--- config.mk ---
export PLATFORM = sky130hd
export DESIGN_NAME = div_unit
export DESIGN_NICKNAME = d
export VERILOG_FILES = /design/src/rtl/div_unit.sv
export SDC_FILE = /design/constraint.sdc
export NUM_CORES = 1
export LEC_CHECK = 0
export ABC_AREA = 1
export BUFFER_PORTS_ARGS = -buffer_cell sky130_fd_sc_hd__buf_2
export CAP_MARGIN = 20
export CELL_PAD_IN_SITES_DETAIL_PLACEMENT = 2
export CELL_PAD_IN_SITES_GLOBAL_PLACEMENT = 2
export CORE_MARGIN = 2
export CORE_UTILIZATION = 34
export DETAILED_ROUTE_END_ITERATION = 6
export PLACE_DENSITY = 0.93
export SYNTH_ARGS = -nofsm -noshare
export SYNTH_HDL_FRONTEND = slang
export SYNTH_SLANG_ARGS = --single-unit
--- constraint.sdc ---
create_clock -name clk -period 7.2 [get_ports clk]
set_input_delay 0.36 -clock clk [delete_from_list [all_inputs] [get_ports clk]]
set_output_delay 0.36 -clock clk [all_outputs]
set_load 0.05 [all_outputs]
--- src/rtl/div_unit.sv ---
// -----------------------------------------------------------------------------
// div_unit
//
// Iterative radix-2 restoring divider used by DIV/DIVU in the EX stage.
// One quotient bit is resolved per clock on the operand magnitudes. Signed
// results are corrected afterwards: the quotient is negated when the operand
// signs differ, and the remainder takes the sign of the dividend. A zero
// divisor completes in a single cycle with a zero result and div_by_zero set.
// An in-flight divide can be abandoned with cancel, and no result is produced.
//
// Ports
//   clk          clock, all state changes on the rising edge
//   rst          synchronous active-high reset
//   start        level request, only looked at while idle
//   cancel       abandon the divide in progress (also blocks a start in IDLE)
//   signed_div   1 = two's complement divide, 0 = unsigned divide
//   dividend     dividend, captured when a start is accepted
//   divisor      divisor, captured when a start is accepted
//   busy         registered, high while iterating
//   done         registered, one-cycle pulse when results are valid
//   quotient     result for LO, held until the next result is written
//   remainder    result for HI, held until the next result is written
//   div_by_zero  qualifies done, set when the divisor was zero
// -----------------------------------------------------------------------------
module div_unit #(
  parameter int DATA_W = 32
) (
  input  logic              clk,
  input  logic              rst,
  input  logic              start,
  input  logic              cancel,
  input  logic              signed_div,
  input  logic [DATA_W-1:0] dividend,
  input  logic [DATA_W-1:0] divisor,
  output logic              busy,
  output logic              done,
  output logic [DATA_W-1:0] quotient,
  output logic [DATA_W-1:0] remainder,
  output logic              div_by_zero
);

  typedef enum logic [1:0] {
    IDLE = 2'd0,
    RUN  = 2'd1,
    DONE = 2'd2
  } state_t;

  state_t            state, state_nxt;
  logic [4:0]        cnt, cnt_nxt;
  logic [DATA_W-1:0] rem, rem_nxt;
  logic [DATA_W-1:0] dq, dq_nxt;
  logic [DATA_W-1:0] dvs, dvs_nxt;
  logic              neg_q, neg_q_nxt;
  logic              neg_r, neg_r_nxt;
  logic              busy_nxt, done_nxt;
  logic [DATA_W-1:0] quotient_nxt, remainder_nxt;
  logic              div_by_zero_nxt;

  logic [DATA_W:0]   trial;
  logic [DATA_W-1:0] step_rem;
  logic [DATA_W-1:0] step_dq;
  logic [DATA_W-1:0] dividend_mag;
  logic [DATA_W-1:0] divisor_mag;

  // dq starts out holding the dividend magnitude; each step shifts its top
  // bit into the partial remainder and shifts the new quotient bit in at the
  // bottom, so after the last step dq holds the whole quotient.
  // The trial subtraction is one bit wider than the data so its top bit is
  // the borrow: a clear borrow means the divisor fits and the quotient bit
  // is 1.
  always_comb begin
    trial        = {rem, dq[DATA_W-1]} - {1'b0, dvs};
    step_rem     = trial[DATA_W] ? {rem[DATA_W-2:0], dq[DATA_W-1]}
                                 : trial[DATA_W-1:0];
    step_dq      = {dq[DATA_W-2:0], ~trial[DATA_W]};
    // The most negative value negates to itself, which read as unsigned is
    // already the correct magnitude.
    dividend_mag = (signed_div && dividend[DATA_W-1]) ? -dividend : dividend;
    divisor_mag  = (signed_div && divisor[DATA_W-1])  ? -divisor  : divisor;
  end

  // Next-state and next-output logic. Every register holds by default, and
  // busy/done default low so that each one pulses only where it is set below.
  always_comb begin
    state_nxt       = state;
    cnt_nxt         = cnt;
    rem_nxt         = rem;
    dq_nxt          = dq;
    dvs_nxt         = dvs;
    neg_q_nxt       = neg_q;
    neg_r_nxt       = neg_r;
    busy_nxt        = 1'b0;
    done_nxt        = 1'b0;
    quotient_nxt    = quotient;
    remainder_nxt   = remainder;
    div_by_zero_nxt = div_by_zero;

    case (state)
      IDLE: begin
        if (start && !cancel) begin
          if (divisor == '0) begin
            state_nxt       = DONE;
            done_nxt        = 1'b1;
            quotient_nxt    = '0;
            remainder_nxt   = '0;
            div_by_zero_nxt = 1'b1;
          end else begin
            state_nxt = RUN;
            busy_nxt  = 1'b1;
            dq_nxt    = dividend_mag;
            dvs_nxt   = divisor_mag;
            rem_nxt   = '0;
            cnt_nxt   = '0;
            neg_q_nxt = signed_div & (dividend[DATA_W-1] ^ divisor[DATA_W-1]);
            neg_r_nxt = signed_div & dividend[DATA_W-1];
          end
        end
      end

      RUN: begin
        if (cancel) begin
          state_nxt = IDLE;
        end else begin
          rem_nxt = step_rem;
          dq_nxt  = step_dq;
          cnt_nxt = cnt + 5'd1;
          // The count wraps back to zero on the last step, so it is already
          // cleared when the next divide starts.
          if (cnt == 5'd31) begin
            state_nxt       = DONE;
            done_nxt        = 1'b1;
            quotient_nxt    = neg_q ? -step_dq  : step_dq;
            remainder_nxt   = neg_r ? -step_rem : step_rem;
            div_by_zero_nxt = 1'b0;
          end else begin
            busy_nxt = 1'b1;
          end
        end
      end

      DONE: begin
        state_nxt = IDLE;
      end

      default: begin
        state_nxt = IDLE;
      end
    endcase
  end

  // State and output registers. Reset wins over everything, including a
  // divide in progress, so no done is produced for an interrupted divide.
  always_ff @(posedge clk) begin
    if (rst) begin
      state       <= IDLE;
      cnt         <= '0;
      rem         <= '0;
      dq          <= '0;
      dvs         <= '0;
      neg_q       <= 1'b0;
      neg_r       <= 1'b0;
      busy        <= 1'b0;
      done        <= 1'b0;
      quotient    <= '0;
      remainder   <= '0;
      div_by_zero <= 1'b0;
    end else begin
      state       <= state_nxt;
      cnt         <= cnt_nxt;
      rem         <= rem_nxt;
      dq          <= dq_nxt;
      dvs         <= dvs_nxt;
      neg_q       <= neg_q_nxt;
      neg_r       <= neg_r_nxt;
      busy        <= busy_nxt;
      done        <= done_nxt;
      quotient    <= quotient_nxt;
      remainder   <= remainder_nxt;
      div_by_zero <= div_by_zero_nxt;
    end
  end

endmodule
==> qor_table.md, run 1 <==
| Stage | Metric | Value |
| --- | --- | --- |
| outcome | Status | complete, no violations |
| global route | Vias in the first global route | 17400 |
| detailed routing | Number of detailed-route iterations in the first pass | 5 |
| detailed routing | Vias post-DR | 15400 |
| synthesis | Cell area after technology mapping | 0.0125 mm2 |
| floorplanning | Width of the die | 196 um |
| timing | Min Tclk post-route | 5700 ps |
| pwr | Leakage power summed over all cells | 7.01 nW |
| clock tree | Latest clock arrival within the worst-skew pair | 480 ps |
| clock tree | Post_cts resized | 0 |
| worst hold path | Start point of the worst hold path | divisor[0] |
| setup path | Worst-path cell with the longest stage delay | sky130_fd_sc_hd__fa_1 |
| synthesis | Synthesized area divided by synthesized cell count | 6.04 um2 |
| detailed routing | Mean routed wirelength per cell | 25.7 um |
| clock tree | Maximum root-to-sink buffer count | 2 |
| synthesis | Synth warn | 0 |
| synthesis | Cell count after synthesis | 2071 |
| detailed routing | Number of DRC markers after the initial detailed-route iteration | 1003 |
| global route | Initial antenna violation count | 0 |
| global route | Wire length of the first global-routing pass | 105000 um |
| pwr | Design internal power | 2.02 mW |
| cells and area | Final #Nets | 2266 |
| synthesis | Post-synth EDFFs | 0 |
| synthesis | Unique masters post-synth | 51 |
| placed design | Port Buf Inserts | 135 |
| timing | FMAX | 175 MHz |
| timing | Setup repair after global routing missed its margin | false |
| timing | Total count of max-transition violations in the final report | 0 |
| clock tree | Clock sink total | 172 |
| pwr | Switching fraction of total power | 46.4% |
| setup path | Worst setup path startpoint | dq[31] |
| timing | Final setup violation count | 0 |
| setup path | Internal reg-to-reg setup slack | 1500 ps |
| clock tree | Quantity of hold-fixing buffers added after cts | 0 |
| floorplanning | Die Ht | 196 um |
| clock tree | Buffer count from post-CTS setup fixing | 0 |
| cells and area | Fraction of final layout cells sized beyond drive strength 1 | 11.6% |
| placed design | Half-perimeter wire length after placement | 45500 um |
| pwr | Worst-case vdd ir drop | 174 uV |
| clock tree | Root Buffer Master | sky130_fd_sc_hd__clkbuf_16 |
| synthesis | Most used flip-flop cell after synthesis | sky130_fd_sc_hd__dfxtp_1 |
| pwr | Tot Pwr | 3.77 mW |
| clock tree | CTS tree | done |
| setup path | Largest fanout on the critical path | 33 |
| worst hold path | Worst hold path type | in2reg |
| timing | Clock skew | 20.3 ps |
| global route | Overall track demand over capacity in global routing | 35.5% |
| timing | Setup tns final | 0 ps |
| timing | Transition time at the pin with the least slew margin | 1160 ps |
| synthesis | Yosys top cell by area | sky130_fd_sc_hd__dfxtp_1 |
| detailed routing | Post-Route WL | 67900 um |
| clock tree | Maximum level of the CTS H-tree | 4 |
| synthesis | Top-area cell type share of the netlist area | 27.5% |
| floorplanning | Area of the placeable core | 0.0364 mm2 |
| setup path | Capture instance of the worst register-to-register path | quotient[24] |
| pwr | Flop pwr share | 30.3% |
| pwr | Areal power density over the cells | 266 mW/mm2 |
| timing | Worst slew margin relative to its limit | 22.1% |
| synthesis | Leading cell types by total area after synthesis | sky130_fd_sc_hd__dfxtp_1, sky130_fd_sc_hd__nand2_1, sky130_fd_sc_hd__a21oi_1, sky130_fd_sc_hd__inv_1, sky130_fd_sc_hd__nand3_1 |
| global route | Largest net degree at the start of global routing | 89 |
| floorplanning | Die ar. | 0.0383 mm2 |
| detailed routing | Count of unresolved DRC violations after routing | 0 |
| timing | Number of endpoints with negative hold slack in the final report | 0 |
| cells and area | Synthesis-to-finish area growth | 13.4% |
| setup path | Cell repeated most along the worst path | sky130_fd_sc_hd__nand2_1 |
| synthesis | Post-Synthesis Net Count | 2179 |
| pwr | Clock Power Share | 29.5% |
| placed design | Routability-driven placement congestion ratio | 0.890 |
| setup path | Worst setup EP type | flip-flop |
| synthesis | Share of synthesized area occupied by flip-flops and latches | 27.5% |
| floorplanning | Cell Rows | 70 |
| timing | Crit share post-route | 79.2% |
| floorplanning | Initial core utilization | 34.3% |
| setup path | Class of the most critical setup path | reg2reg |
| setup path | Worst reg2reg path startpoint | dq[31] |
| floorplanning | Number of primary I/O pins | 136 |
| setup path | Required time at the worst-slack endpoint | 7500 ps |
| cells and area | Diodes inserted | 0 |
| clock tree | Cts bufs inserted | 17 |
| setup path | Number of cells traversed by the worst register-to-register path | 28 |
| detailed routing | DR vias/cell | 5.84 |
| detailed routing | Remaining antenna violation count | 0 |
| setup path | CP arrival | 6010 ps |
| setup path | CP endpoint | quotient[24] |
| pwr | Combinational power share | 40.1% |
| synthesis | Fraction of synthesis flops using an asynchronous set or reset pin | 0% |
| setup path | Critical path launch point type | flip-flop |
| pwr | Net Switching | 1.75 mW |
| run | # Max-Cap Violations | 0 |
| synthesis | Register bit total from synthesis | 172 |
| global route | Aggregate global routing overflow | 0 |
| clock tree | Clock slew at reported path FFs | 80 ps |
| setup path | Largest stage delay, worst path | 450 ps |
-- sequential cells by signal, summed over array words and instances, names as in the netlist --
| name | flops |
|---|---|
| dq | 32 |
| dvs | 32 |
| quotient | 32 |
| rem | 32 |
| remainder | 32 |
| cnt | 5 |
| state | 2 |
| busy | 1 |
| div_by_zero | 1 |
| done | 1 |
| neg_q | 1 |
| neg_r | 1 |
-- layout make-up --
class | count | area [um2]
sequential | 172 | 3440
clock buffer | 18 | 439
inverter | 260 | 976
timing repair buffer | 146 | 773
clock inverter | 14 | 205
tap | 468 | 586
fill | 4511 | 22300
multi-input combinational | 1561 | 7760
-- worst min path at each step --
stage,to,depth (start not counted)
2_1_floorplan,dvs[10],2
3_3_place_gp,cnt[4],2
3_5_place_dp,remainder[17],2
4_1_cts,dvs[1],3
5_1_grt,dvs[0],3
6_report,dvs[0],3
-- per-stage QoR --
stage,utilization (%),std cells,area (um2),hold WS (ps),setup slack [ps]
5_1_grt,38.9,2639,14200,228,1100
6_report,38.9,2639,14200,220,1500
2_1_floorplan,-,2071,12500,430,3370
3_5_place_dp,37.1,2606,13500,458,2010
3_3_place_gp,37.1,2606,13500,453,2660
4_1_cts,38.9,2638,14200,204,1660
-- critical path: cells and delay by family (launching register included) --
kind | cells | cell delay (ps)
simple gates | 22 | 3980
flops | 1 | 320
buf+inv | 2 | 170
compound gates | 1 | 80
fa+ha+maj | 3 | 930
-- metal layers --
| layer | wire length [um] | vias to the layer above | global-route usage, % |
|---|---|---|---|
| li1 | - | 6854 | - |
| met1 | 26500 | 7739 | 39.9 |
| met2 | 34000 | 574 | 63.4 |
| met3 | 3040 | 243 | 4.74 |
| met4 | 4350 | 0 | 22.2 |
| met5 | 0 | - | 0 |
-- power by group through the flow --
| stage | Clock [mW] | Combinational [mW] | Sequential, mW |
|---|---|---|---|
| finish | 1.11 | 1.51 | 1.14 |
| global route | 1.14 | 1.62 | 1.15 |
| CTS | 1.10 | 1.47 | 1.14 |
| detailed placement | 0 | 1.38 | 1.15 |
| global placement | 0 | 1.27 | 1.13 |
| floorplan | 0 | 0.872 | 1.16 |
-- placed cells by master (no fill, tap or decap), types with 3 or more instances in the layout --
cell / synthesis / routed
sky130_fd_sc_hd__a211oi_1: 5 / 5
sky130_fd_sc_hd__a21boi_0: 8 / 8
sky130_fd_sc_hd__a21o_1: 4 / 4
sky130_fd_sc_hd__a21oi_1: 199 / 198
sky130_fd_sc_hd__a21oi_2: 5 / 6
sky130_fd_sc_hd__a31oi_1: 6 / 6
sky130_fd_sc_hd__buf_2: 6 / 134
sky130_fd_sc_hd__buf_4: 4 / 11
sky130_fd_sc_hd__bufinv_16: 0 / 4
sky130_fd_sc_hd__clkbuf_16: 0 / 17
sky130_fd_sc_hd__clkinvlp_4: 0 / 3
sky130_fd_sc_hd__dfxtp_1: 172 / 172
sky130_fd_sc_hd__ha_1: 38 / 38
sky130_fd_sc_hd__inv_1: 253 / 253
sky130_fd_sc_hd__inv_2: 5 / 6
sky130_fd_sc_hd__inv_6: 0 / 4
sky130_fd_sc_hd__nand2_1: 604 / 604
sky130_fd_sc_hd__nand2_2: 30 / 30
sky130_fd_sc_hd__nand2_4: 4 / 4
sky130_fd_sc_hd__nand3_1: 152 / 152
sky130_fd_sc_hd__nand3_2: 3 / 3
sky130_fd_sc_hd__nand3b_1: 9 / 9
sky130_fd_sc_hd__nand4_1: 19 / 19
sky130_fd_sc_hd__nor2_1: 168 / 164
sky130_fd_sc_hd__nor2_2: 7 / 9
sky130_fd_sc_hd__nor2_4: 3 / 5
sky130_fd_sc_hd__nor3_1: 32 / 32
sky130_fd_sc_hd__nor4_1: 10 / 10
sky130_fd_sc_hd__o211ai_1: 4 / 4
sky130_fd_sc_hd__o21a_1: 3 / 3
sky130_fd_sc_hd__o21ai_0: 139 / 139
sky130_fd_sc_hd__o21ai_1: 5 / 5
sky130_fd_sc_hd__o21bai_1: 4 / 4
sky130_fd_sc_hd__o22ai_1: 13 / 13
sky130_fd_sc_hd__or2_2: 6 / 6
sky130_fd_sc_hd__xnor2_1: 23 / 23
sky130_fd_sc_hd__xor2_1: 41 / 41
-- kinds of logic after synthesis --
group	synth area share, %
flops	27.5
compound gates	17.6
buf+inv	10.6
fa+ha+maj	3.96
simple gates	35.8
xor+xnor	4.48
-- Yosys cell counts (7+ instances only) --
master / count
sky130_fd_sc_hd__nor3_1: 32
sky130_fd_sc_hd__a21oi_1: 199
sky130_fd_sc_hd__nand3_1: 152
sky130_fd_sc_hd__nand3b_1: 9
sky130_fd_sc_hd__dfxtp_1: 172
sky130_fd_sc_hd__xor2_1: 41
sky130_fd_sc_hd__nor2_1: 168
sky130_fd_sc_hd__o21ai_0: 139
sky130_fd_sc_hd__xnor2_1: 23
sky130_fd_sc_hd__inv_1: 253
sky130_fd_sc_hd__nor2_2: 7
sky130_fd_sc_hd__clkbuf_1: 59
sky130_fd_sc_hd__nor4_1: 10
sky130_fd_sc_hd__ha_1: 38
sky130_fd_sc_hd__nand2_1: 604
sky130_fd_sc_hd__o22ai_1: 13
sky130_fd_sc_hd__nand2_2: 30
sky130_fd_sc_hd__a21boi_0: 8
sky130_fd_sc_hd__nand4_1: 19
No activity file was read; power rests on OpenSTA's default activity.
==> inputs of run 2 (changes only) <==
Settings changed: ABC_AREA 1 to 0, CORE_UTILIZATION 34 to 31, PLACE_DENSITY 0.93 to 0.84.
Clock period 7.2 ns to 5.2 ns, I/O delays scaled along.
==> qor_table.md, run 2 <==
| Stage | Metric | Value | Change |
| --- | --- | --- | --- |
| outcome | Status | complete, no violations | unchanged |
| global route | Initial antenna violation count | 0 | unchanged |
| synthesis | Most used flip-flop cell after synthesis | sky130_fd_sc_hd__dfxtp_1 | unchanged |
| timing | Worst slew margin relative to its limit | 27.0% | was 22.1% |
| placed design | Cell Count Post-Placement | 2016 | was 2606 |
| setup path | Class of the most critical setup path | reg2reg | unchanged |
| synthesis | Top-area cell type share of the netlist area | 30.5% | was 27.5% |
| pwr | Areal power density over the cells | 273 mW/mm2 | was 266 mW/mm2 |
| setup path | Largest fanout on the critical path | 5 | was 33 |
| clock tree | Latest clock arrival within the worst-skew pair | 460 ps | was 480 ps |
| timing | Crit share post-route | 96.4% | was 79.2% |
| floorplanning | Die ar. | 0.0380 mm2 | was 0.0383 mm2 |
| setup path | Worst setup EP type | flip-flop | unchanged |
| worst hold path | Worst hold path type | in2reg | unchanged |
| timing | Clock skew | 18.7 ps | was 20.3 ps |
| floorplanning | Cell Rows | 69 | was 70 |
| synthesis | Cell area after technology mapping | 0.0113 mm2 | was 0.0125 mm2 |
| run | # Max-Cap Violations | 0 | unchanged |
| clock tree | Cts bufs inserted | 17 | unchanged |
| clock tree | Maximum root-to-sink buffer count | 2 | unchanged |
| detailed routing | Count of unresolved DRC violations after routing | 0 | unchanged |
| floorplanning | Width of the die | 195 um | was 196 um |
| clock tree | Clock slew at reported path FFs | 80 ps | about the same |
| placed design | Total cell area at the placement stage | 0.0124 mm2 | was 0.0135 mm2 |
| synthesis | Post-Synthesis Net Count | 1599 | was 2179 |
| floorplanning | Area of the placeable core | 0.0357 mm2 | was 0.0364 mm2 |
| setup path | Largest stage delay, worst path | 440 ps | was 450 ps |
| detailed routing | Amount of wire on met3 after detailed routing | 1150 um | was 3040 um |
| synthesis | Cell count after synthesis | 1491 | was 2071 |
| cells and area | Leading cell type in the layout, fill and taps excluded | sky130_fd_sc_hd__nor2_1 | was sky130_fd_sc_hd__nand2_1 |
| cells and area | Fraction of final layout cells sized beyond drive strength 1 | 15.3% | was 11.6% |
| clock tree | CTS tree | done | unchanged |
| cells and area | Post-route non-filler standard cell count | 2051 | was 2639 |
| synthesis | Leading cell types by total area after synthesis | sky130_fd_sc_hd__dfxtp_1, sky130_fd_sc_hd__nor2_1, sky130_fd_sc_hd__xnor2_1, sky130_fd_sc_hd__a21oi_1, sky130_fd_sc_hd__xor2_1 | was sky130_fd_sc_hd__dfxtp_1, sky130_fd_sc_hd__nand2_1, sky130_fd_sc_hd__a21oi_1, sky130_fd_sc_hd__inv_1, sky130_fd_sc_hd__nand3_1 |
| detailed routing | Mean routed wirelength per cell | 21.5 um | was 25.7 um |
| synthesis | Most used standard cell by instance count after synthesis | sky130_fd_sc_hd__nor2_1 | was sky130_fd_sc_hd__nand2_1 |
| setup path | Required time at the worst-slack endpoint | 5540 ps | was 7500 ps |
| synthesis | Synth warn | 0 | unchanged |
| timing | Setup repair after global routing missed its margin | true | was false |
| synthesis | Synthesized area divided by synthesized cell count | 7.58 um2 | was 6.04 um2 |
| cells and area | Diodes inserted | 0 | unchanged |
| synthesis | Commonest cells in the synthesized netlist | sky130_fd_sc_hd__nor2_1, sky130_fd_sc_hd__dfxtp_1, sky130_fd_sc_hd__nand2_1, sky130_fd_sc_hd__a21oi_1, sky130_fd_sc_hd__xnor2_1 | was sky130_fd_sc_hd__nand2_1, sky130_fd_sc_hd__inv_1, sky130_fd_sc_hd__a21oi_1, sky130_fd_sc_hd__dfxtp_1, sky130_fd_sc_hd__nor2_1 |
| cells and area | Fill cells | 4204 | was 4511 |
| setup path | Kind of cell adding the most delay to the critical path | compound AO/OA/AOI/OAI gates | was simple AND/OR/NAND/NOR gates |
| placed design | Routability-driven placement congestion ratio | 0.866 | was 0.890 |
| detailed routing | DR vias/cell | 5.62 | was 5.84 |
| timing | Final setup violation count | 0 | unchanged |
| global route | Largest net degree at the start of global routing | 78 | was 89 |
| clock tree | Quantity of hold-fixing buffers added after cts | 0 | unchanged |
| timing | Total count of max-transition violations in the final report | 0 | unchanged |
| detailed routing | Number of detailed-route iterations in the first pass | 5 | unchanged |
| cells and area | Synthesis-to-finish area growth | 16.5% | was 13.4% |
| setup path | Buffering stage count on the worst path with inverters included | 3 | was 2 |
| pwr | Worst-case vdd ir drop | 244 uV | was 174 uV |
| detailed routing | Top metal layer carrying routed signals | met4 | unchanged |
| placed design | Half-perimeter wire length after placement | 32400 um | was 45500 um |
| global route | Aggregate global routing overflow | 0 | unchanged |
| global route | Overall track demand over capacity in global routing | 22.9% | was 35.5% |
| timing | FMAX | 200 MHz | was 175 MHz |
| synthesis | Share of synthesized area occupied by flip-flops and latches | 30.5% | was 27.5% |
| detailed routing | Post-Route WL | 44100 um | was 67900 um |
| synthesis | Post-synth EDFFs | 0 | unchanged |
| detailed routing | Remaining antenna violation count | 0 | unchanged |
| pwr | Leakage power summed over all cells | 5.27 nW | was 7.01 nW |
| global route | Wire length of the first global-routing pass | 69400 um | was 105000 um |
| cells and area | Final #Nets | 1685 | was 2266 |
| setup path | CP arrival | 5350 ps | was 6010 ps |
| clock tree | Maximum level of the CTS H-tree | 4 | unchanged |
| setup path | Cell breakdown of the critical path | inv_1 -> ha_1 -> inv_1 -> fa_2 -> a211o_1 -> a221o_1 -> a32o_2 -> a21o_1 -> a21oi_4 -> xnor2_4 -> mux2i_2 -> ha_2 -> nand2_1 -> or3_4 -> or3_4 -> inv_2 -> a22oi_2 -> o41a_1 -> mux2i_1 -> a211o_1 |  |
| cells and area | Highest-count cells in the layout ignoring fill and taps | sky130_fd_sc_hd__nor2_1, sky130_fd_sc_hd__dfxtp_1, sky130_fd_sc_hd__nand2_1 | was sky130_fd_sc_hd__nand2_1, sky130_fd_sc_hd__inv_1, sky130_fd_sc_hd__a21oi_1 |
| floorplanning | Initial core utilization | 31.6% | was 34.3% |
| synthesis | Register bit total from synthesis | 172 | unchanged |
| synthesis | Unique masters post-synth | 76 | was 51 |
| clock tree | Root Buffer Master | sky130_fd_sc_hd__clkbuf_16 | unchanged |
| detailed routing | Number of DRC markers after the initial detailed-route iteration | 537 | was 1003 |
| synthesis | Fraction of synthesis flops using an asynchronous set or reset pin | 0% | unchanged |
| timing | Min Tclk post-route | 5010 ps | was 5700 ps |
| detailed routing | Detailed-routing wirelength on met1 | 19200 um | was 26500 um |
| timing | Transition time at the pin with the least slew margin | 1100 ps | was 1160 ps |
| global route | Vias in the first global route | 12600 | was 17400 |
| placed design | Port Buf Inserts | 135 | unchanged |
| setup path | Worst-path cell with the longest stage delay | sky130_fd_sc_hd__o41a_1 | was sky130_fd_sc_hd__fa_1 |
| cells and area | Final Cell Area | 0.0132 mm2 | was 0.0142 mm2 |
| floorplanning | Die Ht | 195 um | was 196 um |
| clock tree | Clock sink total | 172 | unchanged |
| detailed routing | Vias post-DR | 11500 | was 15400 |
| setup path | Critical path launch point type | flip-flop | unchanged |
| detailed routing | Detail Route met2 WL | 22500 um | was 34000 um |
| timing | Number of endpoints with negative hold slack in the final report | 0 | unchanged |
| floorplanning | Number of primary I/O pins | 136 | unchanged |
| synthesis | Yosys top cell by area | sky130_fd_sc_hd__dfxtp_1 | unchanged |
==> run 2: final timing paths <==
kind	slack, ps	end	cells after the start	from
worst min-delay path	140	dvs[13]	4	divisor[13]
worst max-delay path	190	remainder[28]	20	dq[31]
worst min register to register	460	remainder[24]	2	remainder[24]
worst max register to register	190	remainder[28]	20	dq[31]
==> run 2: power by group <==
group / switching, mW / leakage (nW) / internal, mW / total, mW
clock: 0.637 / 0.317 / 0.827 / 1.46
sequential: 0.0367 / 1.40 / 1.35 / 1.39
combinational: 0.487 / 3.56 / 0.255 / 0.742
total: 1.16 / 5.27 / 2.44 / 3.60
==> run 2: routing by layer <==
| metal | global-route usage, % | vias up |
|---|---|---|
| met5 | 0 | - |
| met4 | 8.17 | 0 |
| met3 | 2.98 | 70 |
| met2 | 41.8 | 210 |
| met1 | 27.4 | 5769 |
| li1 | - | 5472 |
==> run 2: worst register-to-register path, cell delays in order (launching register included) <==
cell	delay, ps
sky130_fd_sc_hd__dfxtp_2	350
sky130_fd_sc_hd__inv_1	70
sky130_fd_sc_hd__ha_1	160
sky130_fd_sc_hd__inv_1	60
sky130_fd_sc_hd__fa_2	370
sky130_fd_sc_hd__a211o_1	290
sky130_fd_sc_hd__a221o_1	360
sky130_fd_sc_hd__a32o_2	310
sky130_fd_sc_hd__a21o_1	210
sky130_fd_sc_hd__a21oi_4	230
sky130_fd_sc_hd__xnor2_4	170
sky130_fd_sc_hd__mux2i_2	280
sky130_fd_sc_hd__ha_2	230
sky130_fd_sc_hd__nand2_1	70
sky130_fd_sc_hd__or3_4	340
sky130_fd_sc_hd__or3_4	370
sky130_fd_sc_hd__inv_2	90
sky130_fd_sc_hd__a22oi_2	110
sky130_fd_sc_hd__o41a_1	450
sky130_fd_sc_hd__mux2i_1	140
sky130_fd_sc_hd__a211o_1	260
==> run 2: stage by stage <==
step	setup TNS, ps	power, mW	hold slack (ps)	util, %	setup slack, ps
2_1_floorplan	0	1.89	396	-	70.9
3_3_place_gp	0	2.10	436	34.7	207
3_5_place_dp	-67.0	2.13	449	34.7	-43.4
4_1_cts	0	3.61	132	36.6	3.09
5_1_grt	-27.7	3.75	130	36.8	-19.6
6_report	0	3.60	140	36.8	188
==> run 2: layout make-up <==
cell class | count | area, um2 | area share, %
multi-input combinational | 1164 | 7360 | 55.9
clock buffer | 18 | 429 | 3.26
inverter | 60 | 225 | 1.71
tap | 461 | 577 | 4.39
timing repair buffer | 162 | 893 | 6.79
clock inverter | 14 | 229 | 1.74
sequential | 172 | 3440 | 26.2
==> run 2: logic make-up (layout without fill, tap and decap cells) <==
| kind of cell | count (synthesis) | after routing | synth area share, % |
|---|---|---|---|
| and+or+nand+nor | 528 | 528 | 21.4 |
| AOI/OAI and AO/OA | 431 | 431 | 25.2 |
| DFF | 172 | 172 | 30.5 |
| buffers and inverters | 155 | 254 | 5.43 |
| xor gates and xnor gates | 147 | 147 | 11.4 |
| adders and majority gates | 39 | 39 | 4.39 |
| muxes | 19 | 19 | 1.71 |
==> run 2: timing repair <==
action                                  4_1_cts  5_1_grt
buffers inserted                              0        3
hold endpoints to repair                      0        0
endpoints found under the setup margin        2        6
pin swaps                                     0        2
resized for setup                             2       12
==> inputs of run 3 (changes only) <==
==> constraint.sdc (replaced) <==
create_clock -name clk -period 5.2 [get_ports clk]
set_input_delay 0.52 -clock clk [delete_from_list [all_inputs] [get_ports clk]]
set_output_delay 0.52 -clock clk [all_outputs]
set_load 0.05 [all_outputs]
==> qor_table.md, run 3 (same netlist as run 2, synthesis figures left out) <==
| Stage | Metric | Value | Change |
| --- | --- | --- | --- |
| detailed routing | Mean routed wirelength per cell | 21.8 um | was 21.5 um |
| floorplanning | Area of the placeable core | 0.0357 mm2 | unchanged |
| placed design | Port Buf Inserts | 135 | unchanged |
| global route | Aggregate global routing overflow | 0 | unchanged |
| detailed routing | Post-Route WL | 45000 um | was 44100 um |
| global route | Largest net degree at the start of global routing | 72 | was 78 |
| clock tree | CTS tree | done | unchanged |
| global route | Vias in the first global route | 12600 | about the same |
| pwr | Areal power density over the cells | 265 mW/mm2 | was 273 mW/mm2 |
| cells and area | Fraction of final layout cells sized beyond drive strength 1 | 16.0% | was 15.3% |
| cells and area | Synthesis-to-finish area growth | 16.7% | was 16.5% |
| run | # Max-Cap Violations | 0 | unchanged |
| clock tree | Cts bufs inserted | 17 | unchanged |
| setup path | Required time at the worst-slack endpoint | 5520 ps | was 5540 ps |
| timing | Final setup violation count | 0 | unchanged |
| floorplanning | Cell Rows | 69 | unchanged |
| setup path | Worst reg2reg path startpoint | dq[31] | unchanged |
| detailed routing | Number of DRC markers after the initial detailed-route iteration | 609 | was 537 |
| timing | Worst slew margin relative to its limit | 26.0% | was 27.0% |
| cells and area | Diodes inserted | 0 | unchanged |
| setup path | CP arrival | 5380 ps | was 5350 ps |
| timing | Crit share post-route | 97.4% | was 96.4% |
| cells and area | Area of the multi-input gates | 0.00738 mm2 | was 0.00736 mm2 |
| worst hold path | Worst hold path type | in2reg | unchanged |
| setup path | Internal reg-to-reg setup slack | 140 ps | was 190 ps |
| placed design | Routability-driven placement congestion ratio | 0.867 | was 0.866 |
| cells and area | Final Cell Area | 0.0132 mm2 | about the same |
| worst hold path | Start point of the worst hold path | divisor[0] | was divisor[13] |
| global route | Initial antenna violation count | 0 | unchanged |
| setup path | Worst setup EP type | flip-flop | unchanged |
| global route | Wire length of the first global-routing pass | 69700 um | was 69400 um |
| clock tree | Clock slew at reported path FFs | 80 ps | about the same |
| detailed routing | Count of unresolved DRC violations after routing | 0 | unchanged |
| detailed routing | Vias post-DR | 11600 | was 11500 |
| setup path | Capture instance of the worst register-to-register path | remainder[30] | was remainder[28] |
| clock tree | Maximum root-to-sink buffer count | 2 | unchanged |
| cells and area | Leading cell type in the layout, fill and taps excluded | sky130_fd_sc_hd__nor2_1 | unchanged |
| timing | Min Tclk post-route | 5060 ps | was 5010 ps |
| setup path | Largest fanout on the critical path | 4 | was 5 |
| pwr | Leakage power summed over all cells | 5.29 nW | was 5.27 nW |
| outcome | Status | complete, no violations | unchanged |
| worst hold path | Worst min-delay path endpoint | dvs[0] | was dvs[13] |
| clock tree | Clock sink total | 172 | unchanged |
| global route | Overall track demand over capacity in global routing | 23.2% | was 22.9% |
| timing | Total count of max-transition violations in the final report | 0 | unchanged |
| setup path | Class of the most critical setup path | reg2reg | unchanged |
| cells and area | Fill cells | 4180 | was 4204 |
| floorplanning | Width of the die | 195 um | unchanged |
| timing | Clock skew | 18.6 ps | was 18.7 ps |
| detailed routing | Number of detailed-route iterations in the first pass | 5 | unchanged |
| cells and area | Highest-count cells in the layout ignoring fill and taps | sky130_fd_sc_hd__nor2_1, sky130_fd_sc_hd__dfxtp_1, sky130_fd_sc_hd__nand2_1, sky130_fd_sc_hd__buf_2, sky130_fd_sc_hd__a21oi_1 | was sky130_fd_sc_hd__nor2_1, sky130_fd_sc_hd__dfxtp_1, sky130_fd_sc_hd__nand2_1 |
| floorplanning | Number of primary I/O pins | 136 | unchanged |
| cells and area | Final #Nets | 1693 | was 1685 |
| setup path | Number of cells traversed by the worst register-to-register path | 21 | was 20 |
| pwr | Tot Pwr | 3.50 mW | was 3.60 mW |
| floorplanning | Die Ht | 195 um | unchanged |
| timing | FMAX | 198 MHz | was 200 MHz |
| placed design | Half-perimeter wire length after placement | 33000 um | was 32400 um |
| clock tree | Maximum level of the CTS H-tree | 4 | unchanged |
| floorplanning | Die ar. | 0.0380 mm2 | unchanged |
| floorplanning | Initial core utilization | 31.6% | unchanged |
| setup path | Critical path launch point type | flip-flop | unchanged |
| timing | Transition time at the pin with the least slew margin | 1110 ps | was 1100 ps |
| detailed routing | Remaining antenna violation count | 0 | unchanged |
| clock tree | Latest clock arrival within the worst-skew pair | 460 ps | about the same |
| pwr | Worst-case vdd ir drop | 243 uV | was 244 uV |
| detailed routing | DR vias/cell | 5.62 | about the same |
| cells and area | Combined flip-flop and latch cell area | 0.00345 mm2 | was 0.00344 mm2 |
| clock tree | Quantity of hold-fixing buffers added after cts | 0 | unchanged |
| worst hold path | Number of cells on the worst hold path | 3 | was 4 |
| timing | Number of endpoints with negative hold slack in the final report | 0 | unchanged |
| placed design | Total cell area at the placement stage | 0.0124 mm2 | about the same |
| clock tree | Root Buffer Master | sky130_fd_sc_hd__clkbuf_16 | unchanged |
==> run 3: changes by cell type in the layout (fill, tap and decap cells not counted), sizes merged <==
cell	change
buf	+8
inv	+5
bufinv	-3
clkinvlp	+1
clkinv	-3
==> run 3: critical path: stages (launching register included) <==
cell and delay, ps:
sky130_fd_sc_hd__dfxtp_4 350, sky130_fd_sc_hd__inv_1 60, sky130_fd_sc_hd__ha_2 180, sky130_fd_sc_hd__inv_2 50
sky130_fd_sc_hd__fa_2 370, sky130_fd_sc_hd__a211o_1 280, sky130_fd_sc_hd__a221o_1 320, sky130_fd_sc_hd__a32o_2 280
sky130_fd_sc_hd__a21o_1 200, sky130_fd_sc_hd__a21oi_4 220, sky130_fd_sc_hd__xnor2_4 190, sky130_fd_sc_hd__mux2i_4 340
sky130_fd_sc_hd__ha_4 180, sky130_fd_sc_hd__nand2_2 50, sky130_fd_sc_hd__or3_4 340, sky130_fd_sc_hd__or3_4 370
sky130_fd_sc_hd__nor4_4 250, sky130_fd_sc_hd__a311oi_2 80, sky130_fd_sc_hd__a21o_1 240, sky130_fd_sc_hd__o41ai_2 310
sky130_fd_sc_hd__xor2_1 180, sky130_fd_sc_hd__o21ai_1 70
==> run 3: through the flow <==
step                instances  setup WS [ps]  util [%]  hold slack [ps]  TNS, ps
floorplan                1491           70.9         -              432        0
global placement         2018            227      34.8              438        0
detailed placement       2018          -64.8      34.8              447     -105
CTS                      2050           44.6      36.5              379        0
global route             2059          -68.6      36.9              385    -68.6
finish                   2059            137      36.9              386        0
==> run 3: final cells by class <==
type	instances	area share, %
Clock inverter	14	1.10
Clock buffer	18	3.33
Inverter	60	1.73
Sequential cell	172	26.1
Multi-Input combinational cell	1164	56.0
Tap cell	461	4.37
Timing Repair Buffer	170	7.33
==> run 3: layer usage <==
layer,track usage (%),wire (um),vias to the layer above
li1,-,-,5483
met1,28.4,19700,5790
met2,41.3,22600,215
met3,3.14,1220,85
met4,8.68,1440,0
met5,0,0,-
==> run 3: repair_timing <==
item	4_1_cts	5_1_grt
endpoints found under the setup margin	3	6
pin swaps	0	8
gates resized for setup	3	19
buffers inserted	0	9
==> run 3: worst max path at each step <==
stage	startpoint	to	depth (start not counted)
after floorplan	dq[31]	remainder[28]	26
after global placement	dq[31]	remainder[30]	24
after detailed placement	dq[31]	remainder[28]	23
after CTS	dq[31]	remainder[30]	24
after global routing	dq[31]	remainder[30]	24
final	dq[31]	remainder[30]	21
==> run 3: report_power, final <==
part	switching (mW)	internal (mW)	total (mW)	leakage, nW
sequential	0.0352	1.35	1.39	1.40
combinational	0.501	0.265	0.765	3.60
clock	0.651	0.693	1.34	0.285
total	1.19	2.31	3.50	5.29
